$ cat config.mk
export PLATFORM = sky130hd
export DESIGN_NAME = instruction_encoder
export DESIGN_NICKNAME = d
export VERILOG_FILES = /design/src/rtl/isa_pkg.sv /design/src/rtl/instruction_encoder_fifo.sv /design/src/rtl/instruction_encoder.sv
export SDC_FILE = /design/constraint.sdc
export NUM_CORES = 1
export LEC_CHECK = 0
export CAP_MARGIN = 20
export CORE_MARGIN = 2
export CORE_UTILIZATION = 54
export CTS_BUF_LIST = sky130_fd_sc_hd__clkbuf_16
export DETAILED_ROUTE_END_ITERATION = 6
export PLACE_DENSITY = 0.79
export SLEW_MARGIN = 20
export SYNTH_ARGS = -nofsm -noshare
export SYNTH_HDL_FRONTEND = slang
export SYNTH_SLANG_ARGS = --single-unit
$ cat constraint.sdc
create_clock -name clk -period 3.2 [get_ports clk]
set_input_delay 0.48 -clock clk [delete_from_list [all_inputs] [get_ports clk]]
set_output_delay 0.48 -clock clk [all_outputs]
set_load 0.02 [all_outputs]
$ cat src/rtl/isa_pkg.sv
// Shared 16-bit instruction format: field positions, widths and form/state enums.
// Used by the loader-side encoder and by the fetch/decode path.
package isa_pkg;

    localparam int INSTR_W = 16;

    localparam int OPC_MSB = 15;
    localparam int OPC_LSB = 12;
    localparam int RD_MSB  = 11;
    localparam int RD_LSB  = 10;
    localparam int RS1_MSB = 9;
    localparam int RS1_LSB = 8;
    localparam int RS2_MSB = 7;
    localparam int RS2_LSB = 6;
    localparam int IMM_MSB = 7;
    localparam int IMM_LSB = 0;

    localparam int OPC_W = OPC_MSB - OPC_LSB + 1;
    localparam int REG_W = RD_MSB - RD_LSB + 1;
    localparam int IMM_W = IMM_MSB - IMM_LSB + 1;

    typedef enum logic {
        FORM_R = 1'b0,
        FORM_I = 1'b1
    } form_e;

    typedef enum logic [1:0] {
        IDLE = 2'd0,
        LOAD = 2'd1,
        DONE = 2'd2
    } enc_state_e;

    // Pack one field tuple into an instruction word.
    function automatic logic [INSTR_W-1:0] encode(
        input logic [OPC_W-1:0] opc,
        input logic [REG_W-1:0] rd,
        input logic [REG_W-1:0] rs1,
        input logic [REG_W-1:0] rs2,
        input form_e            form,
        input logic [IMM_W-1:0] imm
    );
        logic [INSTR_W-1:0] w;
        w = '0;
        w[OPC_MSB:OPC_LSB] = opc;
        w[RD_MSB:RD_LSB]   = rd;
        w[RS1_MSB:RS1_LSB] = rs1;
        if (form == FORM_I) begin
            w[IMM_MSB:IMM_LSB] = imm;
        end else begin
            w[RS2_MSB:RS2_LSB] = rs2;
        end
        return w;
    endfunction

endpackage

$ cat src/rtl/instruction_encoder_fifo.sv
// instr_fifo: DEPTH x W synchronous FIFO holding encoded instruction words.
// Ports: clk, reset, push/din, pop/dout, full, empty. Head word is read from storage.
module instr_fifo #(
    parameter int DEPTH = 4,
    parameter int W     = 16
) (
    input  logic         clk,
    input  logic         reset,
    input  logic         push,
    input  logic [W-1:0] din,
    input  logic         pop,
    output logic [W-1:0] dout,
    output logic         full,
    output logic         empty
);

    localparam int AW = $clog2(DEPTH);
    localparam logic [AW:0] FULL_CNT = (AW+1)'(DEPTH);

    logic [W-1:0]  mem [DEPTH];
    logic [AW-1:0] wr_ptr;
    logic [AW-1:0] rd_ptr;
    logic [AW:0]   count;

    logic do_push;
    logic do_pop;

    assign full    = (count == FULL_CNT);
    assign empty   = (count == '0);
    assign do_push = push & !full;
    assign do_pop  = pop & !empty;
    assign dout    = mem[rd_ptr];

    always_ff @(posedge clk) begin
        if (do_push) begin
            mem[wr_ptr] <= din;
        end
    end

    always_ff @(posedge clk) begin
        if (reset) begin
            wr_ptr <= '0;
            rd_ptr <= '0;
            count  <= '0;
        end else begin
            if (do_push) begin
                wr_ptr <= wr_ptr + AW'(1);
            end
            if (do_pop) begin
                rd_ptr <= rd_ptr + AW'(1);
            end
            // Simultaneous push and pop leaves occupancy unchanged.
            unique case ({do_push, do_pop})
                2'b10:   count <= count + (AW+1)'(1);
                2'b01:   count <= count - (AW+1)'(1);
                default: count <= count;
            endcase
        end
    end

endmodule

$ cat src/rtl/instruction_encoder.sv
// Packs field tuples into 16-bit instructions and streams them to program memory.
// Ports: start/in_* tuple handshake in, mem_* write handshake out, busy/done/err status.
module instruction_encoder
    import isa_pkg::*;
#(
    parameter int DEPTH      = 4,
    parameter int ADDR_W     = 8,
    parameter int PROG_WORDS = 256
) (
    input  logic              clk,
    input  logic              reset,
    input  logic              start,
    input  logic              in_valid,
    output logic              in_ready,
    input  logic [3:0]        in_opcode,
    input  logic [1:0]        in_rd,
    input  logic [1:0]        in_rs1,
    input  logic [1:0]        in_rs2,
    input  logic              in_use_imm,
    input  logic [15:0]       in_imm,
    output logic              mem_we,
    input  logic              mem_ready,
    output logic [ADDR_W-1:0] mem_addr,
    output logic [15:0]       mem_wdata,
    output logic              busy,
    output logic              done,
    output logic              err,
    output logic [7:0]        err_count
);

    // Word counters need one extra bit so PROG_WORDS == 2**ADDR_W fits.
    localparam int CNT_W = ADDR_W + 1;
    localparam logic [CNT_W-1:0] PW_CNT  = CNT_W'(PROG_WORDS);
    localparam logic [CNT_W-1:0] PW_LAST = CNT_W'(PROG_WORDS - 1);

    enc_state_e state;
    enc_state_e state_n;

    logic [CNT_W-1:0]   acc_cnt;
    logic [CNT_W-1:0]   wr_cnt;
    logic [INSTR_W-1:0] word;
    logic [INSTR_W-1:0] head;
    logic               fifo_full;
    logic               fifo_empty;
    logic               cap_reached;
    logic               imm_bad;
    logic               take;
    logic               push;
    logic               reject;
    logic               pop;
    logic               open;
    form_e              form;

    assign form = in_use_imm ? FORM_I : FORM_R;
    assign word = encode(in_opcode, in_rd, in_rs1, in_rs2,
                         form, in_imm[IMM_W-1:0]);

    // Only I-form looks at the upper immediate bits.
    assign imm_bad     = in_use_imm & (|in_imm[15:8]);
    assign cap_reached = (acc_cnt == PW_CNT);
    assign in_ready    = (state == LOAD) & !fifo_full & !cap_reached;
    assign take        = in_valid & in_ready;
    assign push        = take & !imm_bad;
    assign reject      = take & imm_bad;

    assign mem_we    = !fifo_empty;
    assign mem_wdata = fifo_empty ? '0 : head;
    assign pop       = mem_we & mem_ready;

    assign open = start & (state != LOAD);
    assign busy = (state == LOAD);
    assign done = (state == DONE);

    instr_fifo #(
        .DEPTH (DEPTH),
        .W     (INSTR_W)
    ) u_fifo (
        .clk   (clk),
        .reset (reset),
        .push  (push),
        .din   (word),
        .pop   (pop),
        .dout  (head),
        .full  (fifo_full),
        .empty (fifo_empty)
    );

    always_ff @(posedge clk) begin
        if (reset) begin
            state <= IDLE;
        end else begin
            state <= state_n;
        end
    end

    always_comb begin
        state_n = state;
        unique case (state)
            IDLE: begin
                if (start) state_n = LOAD;
            end
            LOAD: begin
                if (pop && wr_cnt == PW_LAST) state_n = DONE;
            end
            DONE: begin
                if (start) state_n = LOAD;
            end
            default: state_n = IDLE;
        endcase
    end

    always_ff @(posedge clk) begin
        if (reset) begin
            mem_addr <= '0;
            acc_cnt  <= '0;
            wr_cnt   <= '0;
        end else if (open) begin
            mem_addr <= '0;
            acc_cnt  <= '0;
            wr_cnt   <= '0;
        end else begin
            if (push) begin
                acc_cnt <= acc_cnt + CNT_W'(1);
            end
            if (pop) begin
                mem_addr <= mem_addr + ADDR_W'(1);
                wr_cnt   <= wr_cnt + CNT_W'(1);
            end
        end
    end

    always_ff @(posedge clk) begin
        if (reset) begin
            err       <= 1'b0;
            err_count <= '0;
        end else if (reject) begin
            err <= 1'b1;
            if (err_count != 8'hFF) begin
                err_count <= err_count + 8'd1;
            end
        end
    end

endmodule
==> flow_metrics.env <==
export IMPL_status="finished clean"
export IMPL_p_sw_mw=0.747
export IMPL_multi_input_area_um2=1840
export IMPL_port_buffers=68
export IMPL_fin_skew_ps=4.88
export IMPL_synth_cell_types=52
export IMPL_cts_sinks=110
export IMPL_synth_seq_cells=110
export IMPL_r2r_end="u_fifo.count[2]"
export IMPL_htree_levels=3
export IMPL_clk_pin_slew_ps=70
export IMPL_p_per_area_nw_per_um2=507
export IMPL_hold_path_class="reg2reg"
export IMPL_grt_max_degree=24
export IMPL_yosysWarningCount=0
export IMPL_synth_most_common_cell="edfxtp_1"
export IMPL_drtPass1Iterations=4
export IMPL_wirelength_mm=9.22
export IMPL_grt_setup_unrepaired="no"
export IMPL_grt_antenna_before_repair=0
export IMPL_drtIter0Drc=121
export IMPL_crit_type="reg2out"
export IMPL_power_frac_comb_pct=13.9
export IMPL_period_share_pct=84.5
export IMPL_final_area_um2=5930
export IMPL_cts_buffers=9
export IMPL_worst_pin_slew_ps=699
export IMPL_place_ws_ps=240
export IMPL_postPlaceCellArea_um2=5640
export IMPL_r2r_setup_slack_ps=560
export IMPL_grt_pass1_vias=3171
export IMPL_drc=0
export IMPL_final_layout_size_suffix_gt1_share_pct=13.5
export IMPL_fin_hold_ws_ps=467
export IMPL_swShare_pct=24.8
export IMPL_clock_root_buffer="clkbuf_16"
export IMPL_clk_path_buf_depth=2
export IMPL_intPower_mw=2.26
export IMPL_pwr_share_clk_pct=35.3
export IMPL_gr_usage_all_layers_pct=19.4
export IMPL_io_pins=69
export IMPL_yosysTopAreaCell="edfxtp_1"
export IMPL_yosysSeqAreaShare_pct=58.9
export IMPL_dieHeight_um=98.5
export IMPL_synth_main_ff_cell="edfxtp_1"
export IMPL_cap_violations=0
export IMPL_cts_tree="yes"
export IMPL_hpwlAfterDp_mm=6.25
export IMPL_critPathCaptureType="primary output"
export IMPL_ant_nets=0
export IMPL_cpPeakStageDelay_ps=550
export IMPL_start_util_pct=55.6
export IMPL_synth_cells=379
export IMPL_period_needed_ps=2700
export IMPL_synth_edf_count=64
export IMPL_slew_headroom_pct=53.2
export IMPL_crit_arrival_ps=2220
export IMPL_start_kind="register"
export IMPL_instances_no_fill=567
export IMPL_async_flop_share_pct=0
export IMPL_p_total_mw=3.01
export IMPL_core_area_um2=8680
export IMPL_required_ps=2720
export IMPL_synthToLayoutAreaGrowth_pct=23.0
export IMPL_maxSlewViolCount=0
export IMPL_nets=498
export IMPL_post_cts_setup_buffers=0
export IMPL_placementRows=34
export IMPL_max_freq_ghz=0.370
export IMPL_diodes=0
export IMPL_yosys_top_cells_area="edfxtp_1, dfxtp_1, mux4_2"
export IMPL_insertion_delay_ps=340
export IMPL_worstRegToRegCells=12
export IMPL_placedCellCount=551
export IMPL_critPathCapture="mem_wdata[7]"
export IMPL_gp_congestion=0.799
export IMPL_cp_cell_sequence="buf_4 > mux4_2 > nor2b_1 > clkdlybuf4s50_1"
export IMPL_cts_hold_buf=0
export IMPL_worstReg2RegStart="acc_cnt[0]"
export IMPL_syn_area_um2=4820
export IMPL_utilization_pct=68.4
export IMPL_cts_resized=0
export IMPL_vias=3216
export IMPL_tns_ps=0
export IMPL_grt_overflow_total=0
export IMPL_timing_final_hold_violations=0
export IMPL_die_area_um2=9710
export IMPL_synth_top_area_share_pct=39.8
export IMPL_path_max_fanout=16
export IMPL_pwr_share_seq_pct=50.9
export IMPL_seqCellArea_um2=2840
export IMPL_via_per_inst=5.67
export IMPL_setup_viol=0
export IMPL_setup_ws_ps=496
export IMPL_die_w_um=98.5
export IMPL_synth_common_cells="edfxtp_1, dfxtp_1, nor2_1"
export IMPL_crit_path_top_delay_cell="mux4_2"
export IMPL_grt_pass1_wl_mm=15.0
export IMPL_routedWlPerCell_um=16.3
export IMPL_peakVddDrop_v=0.000336
export IMPL_fillCellCount=646
export IMPL_syn_nets=423
export IMPL_power_leakage_nw=1.97
export IMPL_syn_avg_cell_area_um2=12.7
state kept, by name, indices dropped and copies added (netlist names), named ones only:
name	count
u_fifo.count	3
mem_addr	8
u_fifo.mem	64
err_count	8
u_fifo.rd_ptr	2
wr_cnt	9
u_fifo.wr_ptr	2
err	1
acc_cnt	9
state	2
kinds of logic after synthesis:
logic type | after synthesis | share of synthesized area [%]
DFF | 110 | 58.9
buffers and inverters | 31 | 3.14
muxes | 27 | 9.91
and+or+nand+nor | 142 | 16.3
AOI/OAI and AO/OA | 41 | 5.60
adders and majority gates | 12 | 3.27
xor gates and xnor gates | 16 | 2.90
worst min path at each step:
| stage | slack (ps) | start | to | cells past startpoint |
|---|---|---|---|---|
| CTS | 470 | err | err | 2 |
| detailed placement | 450 | err | err | 2 |
| finish | 470 | err | err | 2 |
| global route | 500 | acc_cnt[8] | acc_cnt[8] | 2 |
| floorplan | 440 | acc_cnt[8] | acc_cnt[8] | 2 |
| global placement | 450 | err | err | 2 |
critical path: cells and delay by family (launching register included):
| family | cells | cell delay, ps |
|---|---|---|
| buffers and inverters | 2 | 860 |
| multiplexers | 1 | 550 |
| flip-flops | 1 | 320 |
| AND/OR/NAND/NOR | 1 | 150 |
power groups by stage:
stage	sequential, mW	clock [mW]	combinational [mW]
2_1_floorplan	1.56	0	0.247
3_3_place_gp	1.56	0	0.410
3_5_place_dp	1.56	0	0.420
4_1_cts	1.53	1.08	0.421
5_1_grt	1.53	1.14	0.451
6_report	1.53	1.06	0.418
cells in the final DEF, fill, tap and decap left out, types with 10 or more instances in the layout:
cell type        netlist  routed
a21oi_1               15      15
buf_4                  2      13
clkdlybuf4s50_1        0      68
dfxtp_1               46      46
edfxtp_1              64      64
ha_1                  11      11
inv_1                 13      13
mux4_2                16      16
nand2_1               18      18
nand3_1               12      12
nand4_1               11      11
nor2_1                29      29
nor2b_1               22      22
nor3_1                11      10
cell type report:
class                   count  share of cell area [%]
flip-flops and latches    110                    47.9
multi-input cells         238                    31.0
repair buffers             81                    13.1
clock buffers               9                    3.80
well taps                 108                    2.28
clock inverters             7                   0.991
inverters                  14                   0.886
layer usage:
layer,global-route usage (%),share of wire [%]
met2,33.8,52
met1,24.7,43
met4,6.22,0.87
met5,0,0
met3,3.83,4.1
Note: power is estimated with default switching activity, not from simulation.
